<file path="config.mk">
export PLATFORM = sky130hd
export DESIGN_NAME = req_encoder_flat
export DESIGN_NICKNAME = d
export VERILOG_FILES = /design/src/rtl/req_encoder_pkg.sv /design/src/rtl/req_encoder_if.sv /design/src/rtl/req_encoder_sync_fall_detect.sv /design/src/rtl/req_encoder.sv /design/src/flat_wrapper.sv
export SDC_FILE = /design/constraint.sdc
export NUM_CORES = 1
export LEC_CHECK = 0
export CAP_MARGIN = 0
export CORE_ASPECT_RATIO = 0.7
export CORE_MARGIN = 3
export CORE_UTILIZATION = 45
export DETAILED_ROUTE_END_ITERATION = 8
export GPL_TIMING_DRIVEN = 0
export PLACE_DENSITY = 0.74
export SYNTH_ARGS = -nofsm -noshare
export SYNTH_HDL_FRONTEND = slang
export SYNTH_SLANG_ARGS = --single-unit
</file>
<file path="constraint.sdc">
create_clock -name iClk -period 1.85 [get_ports iClk]
set_clock_uncertainty 0.1 [all_clocks]
set_input_delay 0.2775 -clock iClk [delete_from_list [all_inputs] [get_ports iClk]]
set_output_delay 0.2775 -clock iClk [all_outputs]
set_load 0.01 [all_outputs]
</file>
<file path="src/rtl/req_encoder_pkg.sv">
// Shared constants, FSM state type and priority helper for req_encoder.
// Latency: n/a (definitions only).
// Backpressure: n/a.
package req_encoder_pkg;

  localparam int N_REQ  = 8;
  localparam int CODE_W = 3;

  // iEna value (G1=1, G2=0) that enables presentation
  localparam logic [1:0] ENABLE = 2'b10;

  typedef enum logic [1:0] {
    IDLE    = 2'd0,
    PRESENT = 2'd1,
    GAP     = 2'd2
  } state_t;

  // Index of the highest set bit; bit N_REQ-1 has top priority.
  function automatic logic [CODE_W-1:0] hi_index(input logic [N_REQ-1:0] v);
    hi_index = '0;
    for (int i = 0; i < N_REQ; i++) begin
      if (v[i]) hi_index = CODE_W'(i);
    end
  endfunction

endpackage

</file>
<file path="src/rtl/req_encoder_if.sv">
// Request/code bundle between request sources, req_encoder and its consumer.
// Latency: n/a (wiring only).
// Backpressure: oValid/iAck handshake; a code is held until acknowledged.
interface req_encoder_if;
  import req_encoder_pkg::*;

  logic [N_REQ-1:0]  iReq;
  logic [1:0]        iEna;
  logic              iAck;
  logic              iClrOvr;
  logic [CODE_W-1:0] oCode;
  logic              oValid;
  logic [N_REQ-1:0]  oPending;
  logic              oBusy;
  logic [N_REQ-1:0]  oOverrun;

  // Request sources and consumer side
  modport master (
    output iReq, iEna, iAck, iClrOvr,
    input  oCode, oValid, oPending, oBusy, oOverrun
  );

  // Encoder side
  modport slave (
    input  iReq, iEna, iAck, iClrOvr,
    output oCode, oValid, oPending, oBusy, oOverrun
  );

endinterface

</file>
<file path="src/rtl/req_encoder_sync_fall_detect.sv">
// N-wide synchronizer for active-low async lines plus falling-edge detector.
// Latency: fall[i] is high SYNC_STAGES-1 cycles after the first edge sampling low.
// Backpressure: none; one-cycle fall pulse per high-to-low transition.
module sync_fall_detect #(
  parameter int N           = 8,
  parameter int SYNC_STAGES = 2
) (
  input  logic         clk,
  input  logic         rst_n,
  input  logic [N-1:0] req_n,
  output logic [N-1:0] fall
);

  logic [SYNC_STAGES-1:0][N-1:0] sync_q, sync_d;
  logic [N-1:0]                  prev_q, prev_d;

  // Shift chain: stage 0 samples the pins, prev holds the last stage one cycle back
  always_comb begin
    sync_d = {sync_q[SYNC_STAGES-2:0], req_n};
    prev_d = sync_q[SYNC_STAGES-1];
  end

  // Reset to all-ones so idle-high lines never look like a falling edge
  always_ff @(posedge clk or negedge rst_n) begin
    if (!rst_n) begin
      sync_q <= '1;
      prev_q <= '1;
    end else begin
      sync_q <= sync_d;
      prev_q <= prev_d;
    end
  end

  assign fall = prev_q & ~sync_q[SYNC_STAGES-1];

endmodule

</file>
<file path="src/rtl/req_encoder.sv">
// 8-to-3 priority request encoder: latches falling edges, presents highest pending index.
// Latency: oValid visible in the cycle after edge k+SYNC_STAGES+1 (k = first edge sampling low).
// Backpressure: code held until iAck; one-cycle valid gap between codes. Optional REQ_ENCODER_OVERRUN_EN.
module req_encoder
  import req_encoder_pkg::*;
#(
  parameter int SYNC_STAGES = 2
) (
  input  logic          iClk,
  input  logic          iRst_n,
  req_encoder_if.slave  bus
);

  logic [N_REQ-1:0]  fall;
  logic              enabled;
  state_t            state_q, state_d;
  logic [CODE_W-1:0] code_q, code_d;
  logic              valid_q, valid_d;
  logic [N_REQ-1:0]  pending_q, pending_d;
  logic              busy_q, busy_d;

  sync_fall_detect #(
    .N           (N_REQ),
    .SYNC_STAGES (SYNC_STAGES)
  ) u_sync (
    .clk   (iClk),
    .rst_n (iRst_n),
    .req_n (bus.iReq),
    .fall  (fall)
  );

  // FSM next state, pending update (new edges win over the ack clear), busy
  always_comb begin
    enabled   = (bus.iEna == ENABLE);
    state_d   = state_q;
    code_d    = code_q;
    valid_d   = valid_q;
    pending_d = pending_q;
    case (state_q)
      IDLE: begin
        if (enabled && (pending_q != '0)) begin
          code_d  = hi_index(pending_q);
          valid_d = 1'b1;
          state_d = PRESENT;
        end
      end
      PRESENT: begin
        if (bus.iAck) begin
          pending_d = pending_q & ~(N_REQ'(1) << code_q);
          valid_d   = 1'b0;
          state_d   = GAP;
        end
      end
      GAP: begin
        state_d = IDLE;
      end
      default: begin
        valid_d = 1'b0;
        state_d = IDLE;
      end
    endcase
    pending_d = pending_d | fall;
    busy_d    = |pending_d;
  end

  // State and all registered outputs
  always_ff @(posedge iClk or negedge iRst_n) begin
    if (!iRst_n) begin
      state_q   <= IDLE;
      code_q    <= '0;
      valid_q   <= 1'b0;
      pending_q <= '0;
      busy_q    <= 1'b0;
    end else begin
      state_q   <= state_d;
      code_q    <= code_d;
      valid_q   <= valid_d;
      pending_q <= pending_d;
      busy_q    <= busy_d;
    end
  end

  assign bus.oCode    = code_q;
  assign bus.oValid   = valid_q;
  assign bus.oPending = pending_q;
  assign bus.oBusy    = busy_q;

`ifdef REQ_ENCODER_OVERRUN_EN
  logic [N_REQ-1:0] ovr_q, ovr_d;

  // Sticky overrun: edge on an already-pending line; a new overrun beats the clear
  always_comb begin
    ovr_d = (bus.iClrOvr ? '0 : ovr_q) | (fall & pending_q);
  end

  // Overrun flag register
  always_ff @(posedge iClk or negedge iRst_n) begin
    if (!iRst_n) begin
      ovr_q <= '0;
    end else begin
      ovr_q <= ovr_d;
    end
  end

  assign bus.oOverrun = ovr_q;
`else
  logic unused_clr_ovr;
  assign unused_clr_ovr = bus.iClrOvr;
  assign bus.oOverrun   = '0;
`endif

endmodule

</file>
<file path="src/flat_wrapper.sv">
// flat-port wrapper written by rule: the top's interface ports become plain ports
module req_encoder_flat import req_encoder_pkg::*;
#(
  parameter int SYNC_STAGES = 2
)
  (iClk, iRst_n, bus_iReq, bus_iEna, bus_iAck, bus_iClrOvr, bus_oCode, bus_oValid, bus_oPending, bus_oBusy, bus_oOverrun);
  req_encoder_if bus_i ();
  input  logic iClk;
  input  logic iRst_n;
  input wire logic [$bits(bus_i.iReq)-1:0] bus_iReq;
  input wire logic [$bits(bus_i.iEna)-1:0] bus_iEna;
  input wire logic [$bits(bus_i.iAck)-1:0] bus_iAck;
  input wire logic [$bits(bus_i.iClrOvr)-1:0] bus_iClrOvr;
  output wire logic [$bits(bus_i.oCode)-1:0] bus_oCode;
  output wire logic [$bits(bus_i.oValid)-1:0] bus_oValid;
  output wire logic [$bits(bus_i.oPending)-1:0] bus_oPending;
  output wire logic [$bits(bus_i.oBusy)-1:0] bus_oBusy;
  output wire logic [$bits(bus_i.oOverrun)-1:0] bus_oOverrun;
  assign bus_i.iReq = bus_iReq;
  assign bus_i.iEna = bus_iEna;
  assign bus_i.iAck = bus_iAck;
  assign bus_i.iClrOvr = bus_iClrOvr;
  assign bus_oCode = bus_i.oCode;
  assign bus_oValid = bus_i.oValid;
  assign bus_oPending = bus_i.oPending;
  assign bus_oBusy = bus_i.oBusy;
  assign bus_oOverrun = bus_i.oOverrun;
  req_encoder #(.SYNC_STAGES(SYNC_STAGES)) u_core (.iClk(iClk), .iRst_n(iRst_n), .bus(bus_i));
endmodule
</file>
======== After elaboration in Yosys (flattened, before gate mapping) ========
Index checks and enable logic that the tools add are counted.
W data, S select, Z words.
word-level totals
  register bits ........................... 39
  input port bits ......................... 14
  output and inout port bits .............. 21
cells by class
  reduce and logical (&&, ||, !) cells .... 7
  equality and inequality tests ........... 5
  mux-type cells .......................... 15
  shift operators ......................... 1
  bitwise logic cells ..................... 6
operator list
  cell                   count
  $and A8 B8 Y8          2
  $mux W8                2
  $not A8 Y8             2
  $mux W3                4
  $mux W2                4
  $or A8 B8 Y8           1
  $reduce_bool A8 Y1     1
  $reduce_or A8 Y1       1
  $shl A1 B3 Y8 const A  1
  $eq A2 B2 Y1 const B   2
  $pmux W2 S2            1
  $reduce_and A2 Y1      2
  $mux W1                3
  $pmux W1 S3            1
  $reduce_and A3 Y1      1
  $eq A2 B1 Y1 const B   1
  $logic_not A2 Y1       1
  $ne A2 B1 Y1 const B   1
  $ne A2 B2 Y1 const B   1
  $logic_and A1 B1 Y1    1
  $not A1 Y1             1

======== Depth between registers and ports, before layout ========
  depth after elaboration ................. 7
  gate-level depth with buffers ........... 5
  depth with buffers taken out ............ 5

======== Hierarchy ========
A second synthesis with hierarchy kept.
unflattened totals
  cell total of the unflattened synthesis .. 110
  area total of the unflattened synthesis .. 1524.0 um^2
modules (own cells, without submodules)
  module            area an instance (um^2)  cells an instance  instances
  req_encoder       783.3                    78                 1
  sync_fall_detect  740.7                    32                 1

======== Least setup slack after synthesis ========
No wires, ideal clock.
  kind .................................... register to register
  start ................................... register u_core.code_q[1], in the netlist u_core.bus.oCode[1]
  end ..................................... register u_core.busy_q, in the netlist u_core.bus.oBusy
  slack ................................... 151 ps
  data arrival time ....................... 1471 ps
  required time ........................... 1621 ps
  period minus slack after synthesis ...... 1699 ps
  cell stages (with the launch flop) ...... 6
  library setup time ...................... 129 ps
  path through ............................ dfrtp_1 > or4b_4 > o21ai_2 > o21ai_2 > nor4_2 > nand2_1
on the way
  cells in the longest elaborated chain, start to end .. 7
ends and longest elaborated chain
  item                           RTL line           text
  from (decl)                    req_encoder.sv:17  logic [CODE_W-1:0] code_q, code_d;
  from (signal assigned)         req_encoder.sv:76  code_q <= code_d;
  $shl A1 B3 Y8                  req_encoder.sv:49  pending_d = pending_q & ~(N_REQ'(1) << code_q);
  $not A8 Y8                     req_encoder.sv:49
  $and A8 B8 Y8                  req_encoder.sv:49
  $mux W8                        req_encoder.sv:48  if (bus.iAck) begin
  $mux W8                        req_encoder.sv:39  case (state_q)
  $or A8 B8 Y8                   req_encoder.sv:62  pending_d = pending_d | fall;
  named net u_core.pending_d[4]  req_encoder.sv:19  logic [N_REQ-1:0] pending_q, pending_d;
  $reduce_or A8 Y1               req_encoder.sv:63  busy_d = |pending_d;
  named net u_core.busy_d        req_encoder.sv:20  logic busy_q, busy_d;
  to (signal assigned)           req_encoder.sv:79  busy_q <= busy_d;
  to (decl)                      req_encoder.sv:20
The timed path passes the listed nets, and every way through them passes these cells.
A chain may end at the register's enable or synchronous reset.

======== Worst setup path in the final report ========
  start ................................... register u_core.state_q[1]
  end ..................................... register u_core.busy_q, in the netlist u_core.bus.oBusy
on the way
  cells in the longest elaborated chain, start to end .. 4
ends and longest elaborated chain
  item                           RTL line           text
  from (decl)                    req_encoder.sv:16  state_t state_q, state_d;
  from (signal assigned)         req_encoder.sv:75  state_q <= state_d;
  $eq A2 B1 Y1                   req_encoder.sv:39
  $mux W8                        req_encoder.sv:39
  $or A8 B8 Y8                   req_encoder.sv:62
  named net u_core.pending_d[4]  req_encoder.sv:19
  $reduce_or A8 Y1               req_encoder.sv:63
  named net u_core.busy_d        req_encoder.sv:20
The timed path passes the listed nets, and every way through them passes these cells.

==> metrics.md <==
| Metric | Value |
|---|---|
| Status | `finished clean` |
| Clock Tree Root | `clkbuf_8` |
| Fmax | `about 560 MHz` |
| Cell row count | `16` |
| Synth top area share | `45.1%` |
| Diodes inserted | `0` |
| CP Buf/Inv Count | `0` |
| Ys Warns | `0` |
| R2R depth | `5` |
| Cell accounting for the most synthesized area | `dfstp_2` |
| Congestion Overflow GR | `0` |
| RSZ-0062 raised after global routing | `false` |
| TritonCTS Buffers | `5` |
| CP required | `1910 ps` |
| Distinct cells, synth | `23` |
| Tcrit/Tclk final | `a little over nine tenths` |
| Die H | `52.6 um` |
| Hold_ws | `between 200 and 300 ps` |
| Hold Vio Cnt, Final | `0` |
| CTS tree | `yes` |
| RR Startpoint | `u_core.state_q[1]$_DFFE_PN0P_` |
| #FFs+latches synth | `39` |
| Vias per cell | `4.77` |
| Number of global-route vias before repair | `828` |
| Critical path cell sequence | `or4b_4, o21ai_2, o21ai_2, nor4_2, nand2_1` |
| Non-filler instance count after layout | `182` |
| Slew Viols, Final | `0` |
| WL per Instance | `between 10 and 15 um` |
| FF/Latch Area | `1010 um^2` |
| Initial antenna violation count | `0` |
| Worst path max stage delay | `between 500 and 600 ps` |
| Most frequent cell on the critical path | `o21ai_2` |
| First-pass GRT wire length | `3660 um` |
| Most frequent cell after synthesis | `dfstp_2` |
| Fin util | `64.1%` |
| Slowest CP cell | `or4b_4` |
| NumNets Final | `159` |
| CP Max Fanout | `7` |
| Post-route ant nets | `0` |
| Largest net degree at the start of global routing | `40` |
| R2R Path End | `u_core.bus.oBusy$_DFF_PN0_` |
| Post-synth top cells | `dfstp_2 (24), dfrtp_1 (15), inv_1 (11)` |
| Reg clk slew, reported paths | `70 ps` |
| Slew of the pin with the lowest slew margin | `815 ps` |
| Setup CP Type | `reg -> reg` |
| Die width | `72.6 um` |
| Layout area overhead | `32.3%` |
| Clock Tree Buf Depth | `2` |
| Worst setup endpoint | `u_core.bus.oBusy$_DFF_PN0_` |
| Dpl cells | `173` |
| Core area | `a little under 3000 um^2` |
| Max Cap Violations | `0` |
| # H-tree levels | `2` |
| Critical Path Start Type | `flop` |
| Ys flop type | `dfstp_2` |
| Reg2Reg Setup Slack | `roughly 67 ps` |
| Top cells by area, synth | `dfstp_2 (45%), dfrtp_1 (27%), buf_4 (4.3%)` |
| Starting Density | `48.5%` |
| Hold path startpoint | `u_core.u_sync.sync_d[12]$_DFF_PN1_` |
| Slew headroom | `45.7%` |
| Routed via count | `868` |
| Number of synthesized flops with an enable pin | `0` |
| Cell Pwr Density | `approximately 1000 nW/um^2` |
| Crit. End Element | `flop` |
| Static leakage | `0.773 nW` |
| DRC Markers | `0` |
| Post-synthesis async set-or-reset flop share | `100%` |
| WL final | `approximately 2300 um` |
| Footprint of the multi-input gates | `320 um^2` |
| IO Pins | `35` |
| Crit path time final | `1780 ps` |
| Hold WC Path Type | `reg -> reg` |
| CP top delay family | `simple AND/OR/NAND/NOR gates` |
| DIE AREA | `3820 um^2` |
| Cell count after synthesis | `roughly 110` |
| Clock net sink count | `39` |
| Fillers | `approximately 220` |
| Peak supply drop | `648 uV` |
| Synthesized area per cell | `between 10 and 15 um^2` |
| Register area share after synthesis | `72.0%` |
| Critical path depth in cells | `5` |
| Hpwl dp | `1650 um` |
| Synthesized area | `1400 um^2` |
| Count of input and output buffers | `25` |
| GPL Wtd Cong | `between 0.8 and 0.9` |
| Global-route usage over all layers | `13.3%` |
| Fraction of layout cells with a size suffix above 1 | `about 32%` |
| Drt first pass iters | `4` |
| Crit path arrival time | `1850 ps` |
| Crit path from | `u_core.state_q[1]$_DFFE_PN0P_` |
| Worst skew pair latency | `roughly 290 ps` |
| Final setup violation count | `0` |
| Initial DRC count | `28` |
[stage by stage]
| stage | instance area (um^2) | worst slack [ps] | setup TNS, ps | power (mW) |
|---|---|---|---|---|
| after floorplan | 1420 | 151 | 0 | 1.06 |
| after global placement | 1720 | -328 | -5530 | 1.16 |
| after detailed placement | 1710 | -78.2 | -349 | 1.17 |
| after CTS | 1850 | 42.5 | 0 | 1.91 |
| after global routing | 1850 | 10.8 | 0 | 1.98 |
| final | 1850 | 66.7 | 0 | 1.89 |
[power breakdown]
part | internal [mW] | leakage [nW] | switching (mW) | total, mW
Clock | 0.443 | 0.0618 | 0.291 | 0.735
Combinational | 0.102 | 0.314 | 0.0830 | 0.185
Sequential | 0.928 | 0.398 | 0.0455 | 0.974
[cell families after synthesis]
kind of cell,Yosys count,share of synthesized area (%)
simple gates,20,9.58
buf+inv,19,7.25
other cells,1,0.268
flops,39,72.0
compound gates,26,10.9
[worst min path at each step]
| stage | to | slack, ps | depth (start not counted) |
|---|---|---|---|
| after floorplan | u_core.bus.oBusy$_DFF_PN0_ | -120 | 0 |
| after global placement | u_core.u_sync.prev_d[4]$_DFF_PN1_ | 250 | 0 |
| after detailed placement | u_core.u_sync.prev_d[6]$_DFF_PN1_ | 250 | 0 |
| after CTS | u_core.u_sync.prev_d[2]$_DFF_PN1_ | 260 | 0 |
| after global routing | u_core.u_sync.prev_d[2]$_DFF_PN1_ | 250 | 0 |
| final | u_core.u_sync.prev_d[4]$_DFF_PN1_ | 260 | 0 |
[sequential cells by signal, indices dropped and copies added (netlist names)]
signal,cells
u_core.u_sync.prev_q,8
u_core.u_sync.sync_d,8
u_core.u_sync.prev_d,8
u_core.bus.oBusy,1
u_core.state_q,2
u_core.bus.oPending,8
u_core.bus.oCode,3
u_core.bus.oValid,1
[layout by cell type, fill, tap and decap left out]
master	n
a31oi_2	1
or4b_1	1
o21bai_1	2
bufinv_16	1
o21ai_1	4
buf_2	1
dlygate4sd3_1	1
conb_1	8
clkdlybuf4s50_1	24
nand2b_1	1
nor3_1	2
clkbuf_8	6
nand2_1	2
nor4_1	2
nor2_1	6
inv_1	11
nand4b_1	1
dfrtp_1	15
buf_4	8
nand4bb_1	2
inv_6	1
o21ai_0	10
or4b_4	1
or2b_1	1
nor4_2	1
dfstp_2	24
a21oi_1	5
a21o_1	1
o21ai_2	3
[metal layers]
layer / vias up / part of all wire, % / global-route usage, %
met4: 0 / 0.51 / 4.60
met1: 415 / 43 / 16.0
met3: 2 / 8.9 / 4.60
li1: 419 / - / -
met5: - / 0 / 0
met2: 32 / 47 / 22.3
[final cells by class]
| class | count | area share, % |
|---|---|---|
| flip-flops and latches | 39 | 54.4 |
| multi-input cells | 54 | 17.3 |
| repair buffers | 26 | 13.8 |
| clock buffers | 6 | 4.47 |
| plain buffers | 8 | 3.25 |
| well taps | 36 | 2.44 |
| inverters | 11 | 2.23 |
| clock inverters | 2 | 2.10 |
[what timing repair did]
action | 4_1_cts | 5_1_grt
setup buffers | 0 | 0
hold endpoints to repair | 9 | 0
setup endpoints to repair | 0 | 1
hold buffers | 1 | 0
resized for setup | 0 | 1
(Power assumes the default switching activity.)
